File: src/rtl/mem_cycle_pkg.sv
// Shared types and helpers for the memory-access pipeline stage.
package mem_cycle_pkg;

    localparam int MEM_XLEN   = 64;
    localparam int BYTE_LANES = MEM_XLEN / 8;

    // Load/store size codes as carried in funct3.
    typedef enum logic [2:0] {
        LB  = 3'b000,
        LH  = 3'b001,
        LW  = 3'b010,
        LD  = 3'b011,
        LBU = 3'b100,
        LHU = 3'b101,
        LWU = 3'b110
    } funct3_e;

    typedef enum logic {
        IDLE = 1'b0,
        BUSY = 1'b1
    } state_e;

    // Byte-lane mask for an access of the given size (funct3[1:0]) at byte offset off.
    function automatic logic [BYTE_LANES-1:0] lane_mask(input logic [1:0] size,
                                                        input logic [2:0] off);
        logic [BYTE_LANES-1:0] base;
        case (size)
            2'b00:   base = 8'h01;
            2'b01:   base = 8'h03;
            2'b10:   base = 8'h0F;
            default: base = 8'hFF;
        endcase
        return (size == 2'b11) ? base : (base << off);
    endfunction

    // An access is misaligned when its offset is not a multiple of its size.
    function automatic logic is_misaligned(input logic [1:0] size,
                                           input logic [2:0] off);
        case (size)
            2'b00:   return 1'b0;
            2'b01:   return off[0];
            2'b10:   return off[1:0] != 2'b00;
            default: return off != 3'b000;
        endcase
    endfunction

endpackage

File: src/rtl/memory_cycle_load_align.sv
// Load alignment: moves the addressed bytes down to bit 0 and extends them.
module load_align_unit #(
    parameter int XLEN        = 64,
    parameter int FUNCT3_SIZE = 3
) (
    input  logic [XLEN-1:0]        rdata,
    input  logic [2:0]             off,
    input  logic [FUNCT3_SIZE-1:0] funct3,
    output logic [XLEN-1:0]        data
);
    import mem_cycle_pkg::*;

    logic [XLEN-1:0] shifted;

    // Shift the addressed lane to the bottom, then sign- or zero-extend by size.
    always_comb begin
        // NOTE: every output of a combinational block gets a default first, so no path can infer a latch.
        shifted = rdata >> {off, 3'b000};
        data    = shifted;
        case (funct3_e'(funct3))
            LB:      data = {{(XLEN-8){shifted[7]}},   shifted[7:0]};
            LH:      data = {{(XLEN-16){shifted[15]}}, shifted[15:0]};
            LW:      data = {{(XLEN-32){shifted[31]}}, shifted[31:0]};
            LBU:     data = {{(XLEN-8){1'b0}},         shifted[7:0]};
            LHU:     data = {{(XLEN-16){1'b0}},        shifted[15:0]};
            LWU:     data = {{(XLEN-32){1'b0}},        shifted[31:0]};
            default: data = shifted;
        endcase
    end

endmodule

File: src/rtl/memory_cycle.sv
// Memory-access stage: one load/store per instruction over a req/ack data port,
// with a registered one-cycle writeback pulse per instruction.
module memory_cycle #(
    parameter int XLEN          = 64,
    parameter int FUNCT3_SIZE   = 3,
    parameter int REG_ADDR_SIZE = 5
) (
    input  logic                     clk,
    input  logic                     reset,
    input  logic                     ex_valid,
    output logic                     ex_ready,
    input  logic [XLEN-1:0]          ex_alu_result,
    input  logic [XLEN-1:0]          ex_store_data,
    input  logic                     ex_mem_read,
    input  logic                     ex_mem_write,
    input  logic [FUNCT3_SIZE-1:0]   ex_funct3,
    input  logic [REG_ADDR_SIZE-1:0] ex_rd,
    input  logic                     ex_reg_write,
    output logic                     dmem_req,
    output logic                     dmem_we,
    output logic [XLEN-1:0]          dmem_addr,
    output logic [XLEN-1:0]          dmem_wdata,
    output logic [XLEN/8-1:0]        dmem_be,
    input  logic                     dmem_ack,
    input  logic [XLEN-1:0]          dmem_rdata,
    output logic                     wb_valid,
    output logic [XLEN-1:0]          wb_data,
    output logic [REG_ADDR_SIZE-1:0] wb_rd,
    output logic                     wb_reg_write,
    output logic                     mem_err
);
    import mem_cycle_pkg::*;

    state_e state_q, state_d;

    logic       accept;
    logic       is_mem;
    logic       access_err;
    logic       start_mem;
    logic       retire;
    logic [2:0] off;

    logic [XLEN-1:0]          cap_addr;
    logic [FUNCT3_SIZE-1:0]   cap_funct3;
    logic [REG_ADDR_SIZE-1:0] cap_rd;
    logic                     cap_reg_write;
    logic                     cap_load;
    logic [XLEN-1:0]          load_data;

    assign ex_ready = (state_q == IDLE);
    assign accept   = ex_valid && ex_ready;
    assign off      = ex_alu_result[2:0];
    assign is_mem   = ex_mem_read || ex_mem_write;

    // Errors retire immediately without touching memory.
    assign access_err = is_mem && ((ex_mem_read && ex_mem_write)
                                || (ex_mem_write && ex_funct3[2])
                                || (ex_mem_read && (&ex_funct3))
                                || is_misaligned(ex_funct3[1:0], off));

    assign start_mem = accept && is_mem && !access_err;
    // dmem_ack only counts while a request is outstanding.
    assign retire    = (state_q == BUSY) && dmem_ack;

    // State register.
    always_ff @(posedge clk or posedge reset) begin
        // NOTE: sequential state uses non-blocking assignments so every register samples pre-edge values.
        if (reset) state_q <= IDLE;
        else       state_q <= state_d;
    end

    // Next state: enter BUSY for a legal memory op, leave on ack.
    always_comb begin
        state_d = state_q;
        case (state_q)
            IDLE:    if (start_mem) state_d = BUSY;
            BUSY:    if (dmem_ack)  state_d = IDLE;
            default: state_d = IDLE;
        endcase
    end

    // Capture the accepted memory op for use when the ack arrives.
    always_ff @(posedge clk or posedge reset) begin
        if (reset) begin
            cap_addr      <= '0;
            cap_funct3    <= '0;
            cap_rd        <= '0;
            cap_reg_write <= 1'b0;
            cap_load      <= 1'b0;
        end else if (start_mem) begin
            cap_addr      <= ex_alu_result;
            cap_funct3    <= ex_funct3;
            cap_rd        <= ex_rd;
            cap_reg_write <= ex_reg_write;
            cap_load      <= ex_mem_read;
        end
    end

    // Memory request: launched on accept, held stable until ack; reset abandons it.
    always_ff @(posedge clk or posedge reset) begin
        if (reset) begin
            dmem_req   <= 1'b0;
            dmem_we    <= 1'b0;
            dmem_addr  <= '0;
            dmem_wdata <= '0;
            dmem_be    <= '0;
        end else if (start_mem) begin
            dmem_req   <= 1'b1;
            dmem_we    <= ex_mem_write;
            dmem_addr  <= {ex_alu_result[XLEN-1:3], 3'b000};
            dmem_wdata <= ex_store_data << {off, 3'b000};
            dmem_be    <= lane_mask(ex_funct3[1:0], off);
        end else if (retire) begin
            dmem_req   <= 1'b0;
        end
    end

    load_align_unit #(
        .XLEN        (XLEN),
        .FUNCT3_SIZE (FUNCT3_SIZE)
    ) u_load_align (
        .rdata  (dmem_rdata),
        .off    (cap_addr[2:0]),
        .funct3 (cap_funct3),
        .data   (load_data)
    );

    // Writeback: one pulse per instruction, from the ack or straight from accept.
    always_ff @(posedge clk or posedge reset) begin
        if (reset) begin
            wb_valid     <= 1'b0;
            wb_data      <= '0;
            wb_rd        <= '0;
            wb_reg_write <= 1'b0;
            mem_err      <= 1'b0;
        end else begin
            wb_valid     <= 1'b0;
            wb_reg_write <= 1'b0;
            mem_err      <= 1'b0;
            if (retire) begin
                wb_valid     <= 1'b1;
                wb_rd        <= cap_rd;
                wb_data      <= cap_load ? load_data : cap_addr;
                wb_reg_write <= cap_load && cap_reg_write;
            end else if (accept && !start_mem) begin
                wb_valid     <= 1'b1;
                wb_rd        <= ex_rd;
                wb_data      <= ex_alu_result;
                wb_reg_write <= ex_reg_write && !access_err;
                mem_err      <= access_err;
            end
        end
    end

endmodule

File: config.mk
export PLATFORM = sky130hd
export DESIGN_NAME = memory_cycle
export DESIGN_NICKNAME = d
export VERILOG_FILES = /design/src/rtl/mem_cycle_pkg.sv /design/src/rtl/memory_cycle_load_align.sv /design/src/rtl/memory_cycle.sv
export SDC_FILE = /design/constraint.sdc
export NUM_CORES = 1
export LEC_CHECK = 0
export ABC_AREA = 0
export BUFFER_PORTS_ARGS = -buffer_cell sky130_fd_sc_hd__clkbuf_2
export CORE_MARGIN = 3
export CORE_UTILIZATION = 40
export DETAILED_ROUTE_END_ITERATION = 12
export PLACE_DENSITY = 0.75
export SYNTH_ARGS = -nofsm -noshare
export SYNTH_HDL_FRONTEND = slang
export SYNTH_HIERARCHICAL = 1
export SYNTH_SLANG_ARGS = --single-unit
File: constraint.sdc
create_clock -name clk -period 7.7 [get_ports clk]
set_input_delay 1.54 -clock clk [delete_from_list [all_inputs] [get_ports clk]]
set_output_delay 1.54 -clock clk [all_outputs]
set_load 0.02 [all_outputs]
---- Word level (Yosys, flattened, before mapping) ----
Cells that the tools add are included.
operators by class
  shift-type cells ........................ 3
  equal/unequal tests ..................... 8
  reduce and logical (&&, ||, !) cells .... 24
  bitwise operators ....................... 1
  muxes and demuxes ....................... 21
operator list
  kind                                                             number
  64-bit one-hot mux with 6 select lines                           1
  64-bit 2-to-1 mux                                                3
  64-bit by 6-bit << shifter with 64-bit output                    1
  64-bit by 6-bit right shift with 64-bit output                   1
  8-bit one-hot mux with 3 select lines                            1
  8-bit 2-to-1 mux                                                 2
  1-bit logical AND                                                11
  1-bit 2-to-1 mux                                                 10
  5-bit 2-to-1 mux                                                 2
  3-bit == test, second input constant                             3
  8-bit by 3-bit << shifter with 8-bit output                      1
  2-bit nonzero test                                               3
  2-bit == test, second input constant                             2
  1-bit logical OR                                                 4
  3-bit by 1-bit == test with 1-bit output, second input constant  1
  3-bit by 2-bit == test with 1-bit output, second input constant  1
  3-bit logical NOT                                                1
  1-bit one-hot mux with 3 select lines                            1
  3-bit AND reduction                                              1
  3-bit nonzero test                                               1
  2-bit by 1-bit == test with 1-bit output, second input constant  1
  1-bit logical NOT                                                2
  2-bit logical NOT                                                1
  1-bit one-hot mux with 2 select lines                            1
  1-bit NOT                                                        1
storage, ports and cells
  bits of input ports ..................... 207
  register bits after elaboration ......... 282
  word-level logic and storage cells ...... 73
  output and inout bits ................... 211

---- Longest topological paths before layout ----
Gate-level depths: netlist of run 1.
  depth after elaboration ................. 11
  depth in mapped cells ................... 10
  mapped depth without buffers ............ 7

---- Hierarchy ----
Netlist of run 1, hierarchy kept.
by module, submodules not included
  module           seq. area each (um2)  instances  cells each  area an instance (um2)
  memory_cycle     5530.3                1          1032        12240.5
  load_align_unit  0.0                   1          293         2338.5

---- Worst setup path before layout of run 1 ----
OpenSTA, ideal clock, no wires.
  path type ............................... input-to-reg
  from .................................... in dmem_rdata[63]
  to ...................................... reg wb_data[55]
  setup time .............................. 64 ps
  required time ........................... 7636 ps
  path slack .............................. 4409 ps
  cell stages on the path ................. 9
  path buffers ............................ 2
  arrival time ............................ 3227 ps
  path through ............................ mux2i_1 -> mux4_2 -> or4_4 -> buf_6 -> buf_6 -> nand4_1 -> mux2i_1 -> a21oi_1 -> mux2_4
on the way
  word-level cells in the longest chain between the ends .. 4
ends and longest elaborated chain
  element                                         line                           RTL
  from (decl)                                     memory_cycle.sv:25             input logic [XLEN-1:0] dmem_rdata,
  64-bit by 6-bit right shift with 64-bit output  memory_cycle_load_align.sv:18  shifted = rdata >> {off, 3'b000};
  64-bit one-hot mux with 6 select lines          memory_cycle_load_align.sv:20  case (funct3_e'(funct3))
  via load_data[55]                               memory_cycle.sv:48             logic [XLEN-1:0] load_data;
  64-bit 2-to-1 mux                               memory_cycle.sv:143            wb_data <= cap_load ? load_data : cap_addr;
  64-bit 2-to-1 mux                               memory_cycle.sv:140            if (retire) begin
  to (signal assigned)                            memory_cycle.sv:143
  to (signal assigned)                            memory_cycle.sv:148            wb_data <= ex_alu_result;
  to (decl)                                       memory_cycle.sv:27             output logic [XLEN-1:0] wb_data,
The timed path passes the listed nets, and every way through them passes these cells.
A chain may end at the register's enable or synchronous reset.

---- Worst setup path after layout of run 1 ----
  from .................................... reg cap_addr[0]
  to ...................................... reg wb_data[52]
on the way
  word-level cells in the longest chain between the ends .. 4
ends and longest elaborated chain
  element                                         line                           RTL
  from (decl)                                     memory_cycle.sv:43             logic [XLEN-1:0] cap_addr;
  from (signal assigned)                          memory_cycle.sv:91             cap_addr <= ex_alu_result;
  64-bit by 6-bit right shift with 64-bit output  memory_cycle_load_align.sv:18
  64-bit one-hot mux with 6 select lines          memory_cycle_load_align.sv:20
  via load_data[52]                               memory_cycle.sv:48
  64-bit 2-to-1 mux                               memory_cycle.sv:143
  64-bit 2-to-1 mux                               memory_cycle.sv:140
The timed path passes the listed nets, and every way through them passes these cells.

==> results.py, run 1 <==
metrics = {
    "routing": {
        "firstDrtPassIters": 5,
        "num_vias": 12000,
        "post_drt_wl_per_cell_um": 24.0,
        "initialDrtViolationCount": 778,
        "vias_per_cell": 5.73,
        "antenna_left": 0,
        "drc": 0,
        "routed_wl_um": 50100,
    },
    "yosys": {
        "synth_cell_types": 50,
        "yosys.area.top_type": "dfrtp_1",
        "synth-seq-cells": 221,
        "synthArstFlopShare_pct": 100,
        "synth-edff-count": 0,
        "synth.cell_area_mm2": 0.0146,
        "synth.top_cells.by_area": "dfrtp_1 38%, mux2i_1 11%, mux2_2 9.7%",
        "syn_area_per_cell_um2": 11.0,
        "ys_warn_count": 6,
        "synth_top_cell_area_share_pct": 37.9,
        "synth-main-ff-cell": "dfrtp_1",
        "synthCells": 1325,
        "ys_seq_area_share_pct": 37.9,
    },
    "placed_design": {
        "dpl_cell_area_mm2": 0.0162,
        "io_buffer_count": 414,
        "dp_hpwl_um": 36800,
        "place_congestion": 0.912,
        "place_ws_ns": 3.49,
    },
    "worst_setup_path": {
        "cp-end-kind": "flop",
        "crit_fanout": 68,
        "crit_path_max_incr_delay_ns": 1.06,
        "path_buf_inv": 0,
        "critPathSlowestCell": "dfrtp_4",
        "cp-start-kind": "flop",
        "crit_type": "flop to flop",
        "crit_family": "compound AO/OA/AOI/OAI gates",
        "ff2ff_setup_slack_ns": 3.88,
        "required_ns": 8.12,
        "cp.arrival_ns": 4.24,
        "path_cells": "nor2_1, nand4_1, a311o_1, o2111ai_1, mux2i_1, a21oi_1, mux2_2",
    },
    "clocking": {
        "clkSinkCount": 221,
        "ctsLongestPathBuffers": 3,
        "cts_max_level": 1,
        "cts_post_setup_buffers_inserted": 0,
        "clock_latency_ns": 0.54,
        "cts_hold_buf": 0,
        "cts_buffers": 27,
        "cts_tree": "built",
        "cts-root-buf": "clkbuf_16",
        "path_clk_slew_ns": 0.06,
        "ctsResizeCount": 0,
    },
    "cells_and_area": {
        "finalInstanceArea_mm2": 0.0172,
        "syn2layout_area_growth_pct": 17.7,
        "n_antenna_cell": 0,
        "fill_cells": 3332,
        "fin_nets": 1817,
        "layout-drive-gt1-share_pct": 45.3,
    },
    "sta": {
        "tns_ns": 0,
        "holdWs_ns": 0.494,
        "slew_viol_final": 0,
        "period_share_pct": 49.6,
        "finalSetupViolCount": 0,
        "rsz0062_at_grt": "false",
        "fmax_ghz": 0.262,
        "fin_worst_skew_ns": 0.00902,
        "relSlewSlack_pct": 16.1,
        "fin_ws_ns": 3.88,
        "worstMarginPinSlew_ns": 1.26,
        "hold_viol_final": 0,
        "finalCriticalPeriod_ns": 3.82,
    },
    "floorplanning": {
        "ios": 418,
        "die-area_mm2": 0.0388,
        "die_h_um": 197,
        "start_util_pct": 40.8,
        "die_x_um": 197,
        "num_rows": 69,
        "core_area_mm2": 0.0357,
    },
    "global_routing": {
        "grt_busiest_layer": "met2",
        "grtUsageMet3_pct": 5.73,
        "met1_usage_pct": 30.2,
        "track_usage_pct": 24.8,
        "grt_pass1_wl_um": 74800,
        "grt_pass1_vias": 12100,
        "globalRouteMet2Util_pct": 42.7,
        "grt_max_degree": 127,
        "antenna_found_initial": 1,
        "grt_overflow": 0,
    },
    "pwr": {
        "ir_drop_uv": 201,
        "power_density_mw_per_mm2": 322,
        "cellLeakagePower_uw": 0.00867,
    },
    "flow_run": {
        "max_cap_viol_count": 0,
    },
    "status": {
        "status": "completed",
    },
    "min_path": {
        "worst_hold_path_type": "flop to flop",
    },
}
-- synthesized netlist by cell type (2+ instances only) --
| master | number |
|---|---|
| a22o_1 | 2 |
| and3_1 | 10 |
| o21a_1 | 7 |
| o21ai_0 | 38 |
| nand3b_1 | 2 |
| o211ai_1 | 2 |
| buf_2 | 31 |
| nor3_1 | 9 |
| buf_1 | 14 |
| nand2b_1 | 6 |
| nor2b_1 | 13 |
| o2bb2ai_1 | 8 |
| nor3b_2 | 2 |
| and2_1 | 4 |
| nand4_1 | 31 |
| mux4_2 | 38 |
| a221oi_1 | 8 |
| mux2i_1 | 157 |
| a21oi_1 | 72 |
| a22oi_1 | 9 |
| mux2_2 | 126 |
| o22ai_1 | 10 |
| nand3_2 | 5 |
| inv_1 | 32 |
| o2111ai_1 | 5 |
| mux2_4 | 84 |
| nand3_1 | 14 |
| a21o_1 | 2 |
| a2bb2oi_1 | 9 |
| buf_6 | 24 |
| buf_4 | 74 |
| dfrtp_1 | 221 |
| nand2_1 | 86 |
| and2_0 | 3 |
| clkbuf_1 | 33 |
| nor2_1 | 103 |
| or2_2 | 2 |
| o221ai_1 | 9 |
| clkinv_1 | 2 |
| mux2_1 | 8 |
-- report_power, final --
group          internal, uW  total (uW)  switching (uW)
logic                  1020        2370            1350
clock network           819        1330             514
registers              1500        1810             315
total                  3340        5520            2180
-- layer usage --
| metal | vias to the layer above | routed length, um |
|---|---|---|
| li1 | 5273 | - |
| met1 | 5890 | 18900 |
| met2 | 687 | 24300 |
| met3 | 102 | 4810 |
| met4 | 2 | 2020 |
| met5 | - | 13 |
-- path summary, 6_finish.rpt --
path | from | cells after the start | endpoint
min | wb_rd[4] | 1 | wb_rd[4]
max | cap_addr[0] | 7 | wb_data[52]
min reg2reg | wb_rd[4] | 1 | wb_rd[4]
max in group asynchronous | reset | 3 | cap_addr[0]
min in group asynchronous | reset | 2 | wb_rd[0]
max reg2reg | cap_addr[0] | 7 | wb_data[52]
-- sequential cells by signal (all words and copies together) (netlist names), 3 cells and up --
signal	count
cap_addr	64
cap_funct3	3
cap_rd	5
dmem_be	8
dmem_wdata	64
wb_data	64
wb_rd	5
-- through the flow --
stage,cells,total power [uW],util (%)
floorplan,1327,3530,-
global placement,2042,4160,45.4
detailed placement,2042,4210,45.4
CTS,2087,5570,48.0
global route,2087,5800,48.0
finish,2087,5520,48.0
-- cell usage in the layout, fill, tap and decap left out, types with 10 or more instances in the layout --
| cell | n |
|---|---|
| clkbuf_16 | 27 |
| mux2i_1 | 157 |
| mux4_2 | 38 |
| a21oi_1 | 72 |
| dfrtp_1 | 218 |
| mux2_2 | 126 |
| nand3_1 | 14 |
| and3_1 | 10 |
| nor2_1 | 103 |
| nor2b_1 | 13 |
| mux2_4 | 84 |
| buf_4 | 16 |
| o22ai_1 | 10 |
| nand4_1 | 31 |
| o21ai_0 | 38 |
| clkbuf_2 | 413 |
| inv_1 | 31 |
| nand2_1 | 86 |
-- cell type report --
cell class | count | area, um2 | share of cell area [%]
tap | 461 | 577 | 3.36
multi-input combinational | 896 | 7780 | 45.4
timing repair buffer | 430 | 2210 | 12.9
inverter | 34 | 135 | 0.788
clock buffer | 34 | 752 | 4.38
sequential | 221 | 5540 | 32.3
clock inverter | 11 | 166 | 0.970
-- cells by family (layout without fill, tap and decap cells) --
logic type      after synthesis  count (layout)  share of synthesized area [%]
other cells                   1               3                         0.0257
simple gates                293             293                           9.44
mux                         413             413                           35.7
buf+inv                     210             509                           8.81
compound gates              187             187                           8.14
flops                       221             221                           37.9
Power figures use the tool's default switching activity.
==> run 2: changes to the inputs <==
clock period = 3.4 ns   (was 7.7 ns; I/O delays follow)
==> run 2 against run 1 <==
Against the previous run:
- global-route usage grew 0.059 points
- clock skew grew 0.0012 ns
- count of clock-buffer cells in the layout grew 4
- setup slack lost 3.4 ns
- critical path depth grew 1
- non-clock buffer count grew 18
- die area is the same
- register-to-register slack lost 3.4 ns
- routed wire length is essentially flat
==> results.py, run 2 (synthesis gave the netlist of run 1 again) <==
metrics = {
    "status": {
        "status": "completed",
    },
    "worst_setup_path": {
        "critPathSlowestCell": "dfrtp_4",
        "required_ns": 3.82,
        "crit_path_max_incr_delay_ns": 0.74,
        "reg2reg_to": "wb_data[22]",
        "endpoint": "wb_data[22]",
        "worstRegToRegCells": 8,
        "r2r_start": "cap_addr[0]",
        "crit_fanout": 34,
        "crit_type": "flop to flop",
        "cp-start-kind": "flop",
        "cp-startpoint": "cap_addr[0]",
        "cp-end-kind": "flop",
        "ff2ff_setup_slack_ns": 0.52,
        "path_cells": "buf_4, mux4_2, nor2b_1, o21ai_0, nand3_1, mux2i_1, a21oi_1, mux2_2",
        "cp.arrival_ns": 3.30,
    },
    "cells_and_area": {
        "syn2layout_area_growth_pct": 18.4,
        "finalInstanceArea_mm2": 0.0173,
        "top_regs": "cap_addr (64), dmem_wdata (64), wb_data (64)",
        "final_cell_mix": "413 x clkbuf_2, 218 x dfrtp_1, 157 x mux2i_1",
        "fin_nets": 1835,
        "layout-drive-gt1-share_pct": 45.6,
        "fill_cells": 3329,
        "final_common_cell": "clkbuf_2",
    },
    "global_routing": {
        "grt_pass1_wl_um": 74900,
        "antenna_found_initial": 4,
        "grt_max_degree": 157,
        "track_usage_pct": 24.8,
        "grt_overflow": 0,
        "grt_pass1_vias": 12100,
    },
    "floorplanning": {
        "die_h_um": 197,
        "die-area_mm2": 0.0388,
        "ios": 418,
        "core_area_mm2": 0.0357,
        "die_x_um": 197,
        "num_rows": 69,
        "start_util_pct": 40.8,
    },
    "sta": {
        "finalCriticalPeriod_ns": 2.88,
        "period_share_pct": 84.8,
        "hold_viol_final": 0,
        "worstMarginPinSlew_ns": 1.04,
        "fmax_ghz": 0.347,
        "finalSetupViolCount": 0,
        "rsz0062_at_grt": "false",
        "fin_worst_skew_ns": 0.0103,
        "holdWs_ns": 0.298,
        "relSlewSlack_pct": 30.5,
        "slew_viol_final": 0,
    },
    "placed_design": {
        "place_congestion": 0.908,
        "dpl_cell_area_mm2": 0.0164,
        "dp_hpwl_um": 37400,
        "io_buffer_count": 414,
    },
    "clocking": {
        "cts_hold_buf": 0,
        "ctsLongestPathBuffers": 3,
        "clkSinkCount": 221,
        "cts_max_level": 1,
        "cts_post_setup_buffers_inserted": 0,
        "path_clk_slew_ns": 0.06,
        "cts_buffers": 27,
        "cts_tree": "built",
        "clock_latency_ns": 0.53,
        "cts-root-buf": "clkbuf_16",
        "ctsResizeCount": 0,
    },
    "flow_run": {
        "max_cap_viol_count": 0,
    },
    "min_path": {
        "worst_hold_path_type": "primary input to asynchronous set/reset pin",
    },
    "pwr": {
        "ir_drop_uv": 350,
        "cellLeakagePower_uw": 0.00872,
        "power_density_mw_per_mm2": 710,
        "totalPowerFinal_uw": 12200,
    },
    "routing": {
        "num_vias": 12000,
        "firstDrtPassIters": 5,
        "routed_wl_um": 50100,
        "initialDrtViolationCount": 802,
        "post_drt_wl_per_cell_um": 23.8,
        "antenna_left": 0,
        "drc": 0,
        "vias_per_cell": 5.68,
    },
}
==> run 2: cell types whose count changed in the layout (fill, tap and decap cells not counted), sizes merged <==
cell / before / now
inv: 34 / 31
bufinv: 4 / 1
buf: 17 / 35
clkinvlp: 0 / 3
diode: 0 / 2
clkbuf: 447 / 451
==> run 2: final cells by class <==
class                      count  area, um2  share of cell area [%]
inverter                      34        131                   0.761
antenna                        2       5.00                  0.0290
sequential                   221       5540                    32.1
tap                          461        577                    3.34
clock inverter                 8       70.1                   0.406
timing repair buffer         448       2400                    13.9
multi-input combinational    896       7780                    45.1
clock buffer                  38        747                    4.33
==> run 2: report_power, final <==
group | leakage (uW) | internal, uW | total (uW) | switching [uW]
sequential | 0.00267 | 3400 | 4110 | 714
combinational | 0.00565 | 2350 | 5400 | 3060
clock | 0.000398 | 1590 | 2730 | 1140
total | 0.00872 | 7340 | 12200 | 4910
==> run 2: critical path, delay by kind of cell (launching register included) <==
kind,cells,cell delay [ns]
buffers and inverters,1,0.31
AO/OA/AOI/OAI,2,0.47
AND/OR/NAND/NOR,2,0.28
multiplexers,3,0.96
flip-flops,1,0.74
==> run 2: through the flow <==
stage	utilization, %	TNS, ns	setup WS [ns]	std cells
after detailed placement	46.0	0	0.344	2060
after floorplan	-	-35.82	-0.162	1327
final	48.3	0	0.516	2108
after CTS	48.3	0	0.511	2106
after global routing	48.3	0	0.376	2107
after global placement	46.0	0	0.375	2060
==> run 2: how the worst min path moves through the flow <==
| stage | from | endpoint | slack, ns | depth (start not counted) |
|---|---|---|---|---|
| 2_1_floorplan | cap_rd[0] | cap_rd[0] | 0.48 | 1 |
| 3_3_place_gp | wb_data[61] | wb_data[61] | 0.47 | 1 |
| 3_5_place_dp | wb_rd[4] | wb_rd[4] | 0.48 | 1 |
| 4_1_cts | dmem_ack | state_q | 0.33 | 2 |
| 5_1_grt | dmem_ack | state_q | 0.36 | 2 |
| 6_report | reset | wb_data[7] | 0.30 | 3 |
==> run 2: routing by layer <==
metal / track usage (%) / share of wire (%) / up-vias
li1: - / - / 5331
met1: 29.4 / 37 / 5894
met2: 42.6 / 49 / 632
met3: 6.62 / 9.3 / 112
met4: 10.7 / 4.6 / 4
met5: 0 / 0.058 / -
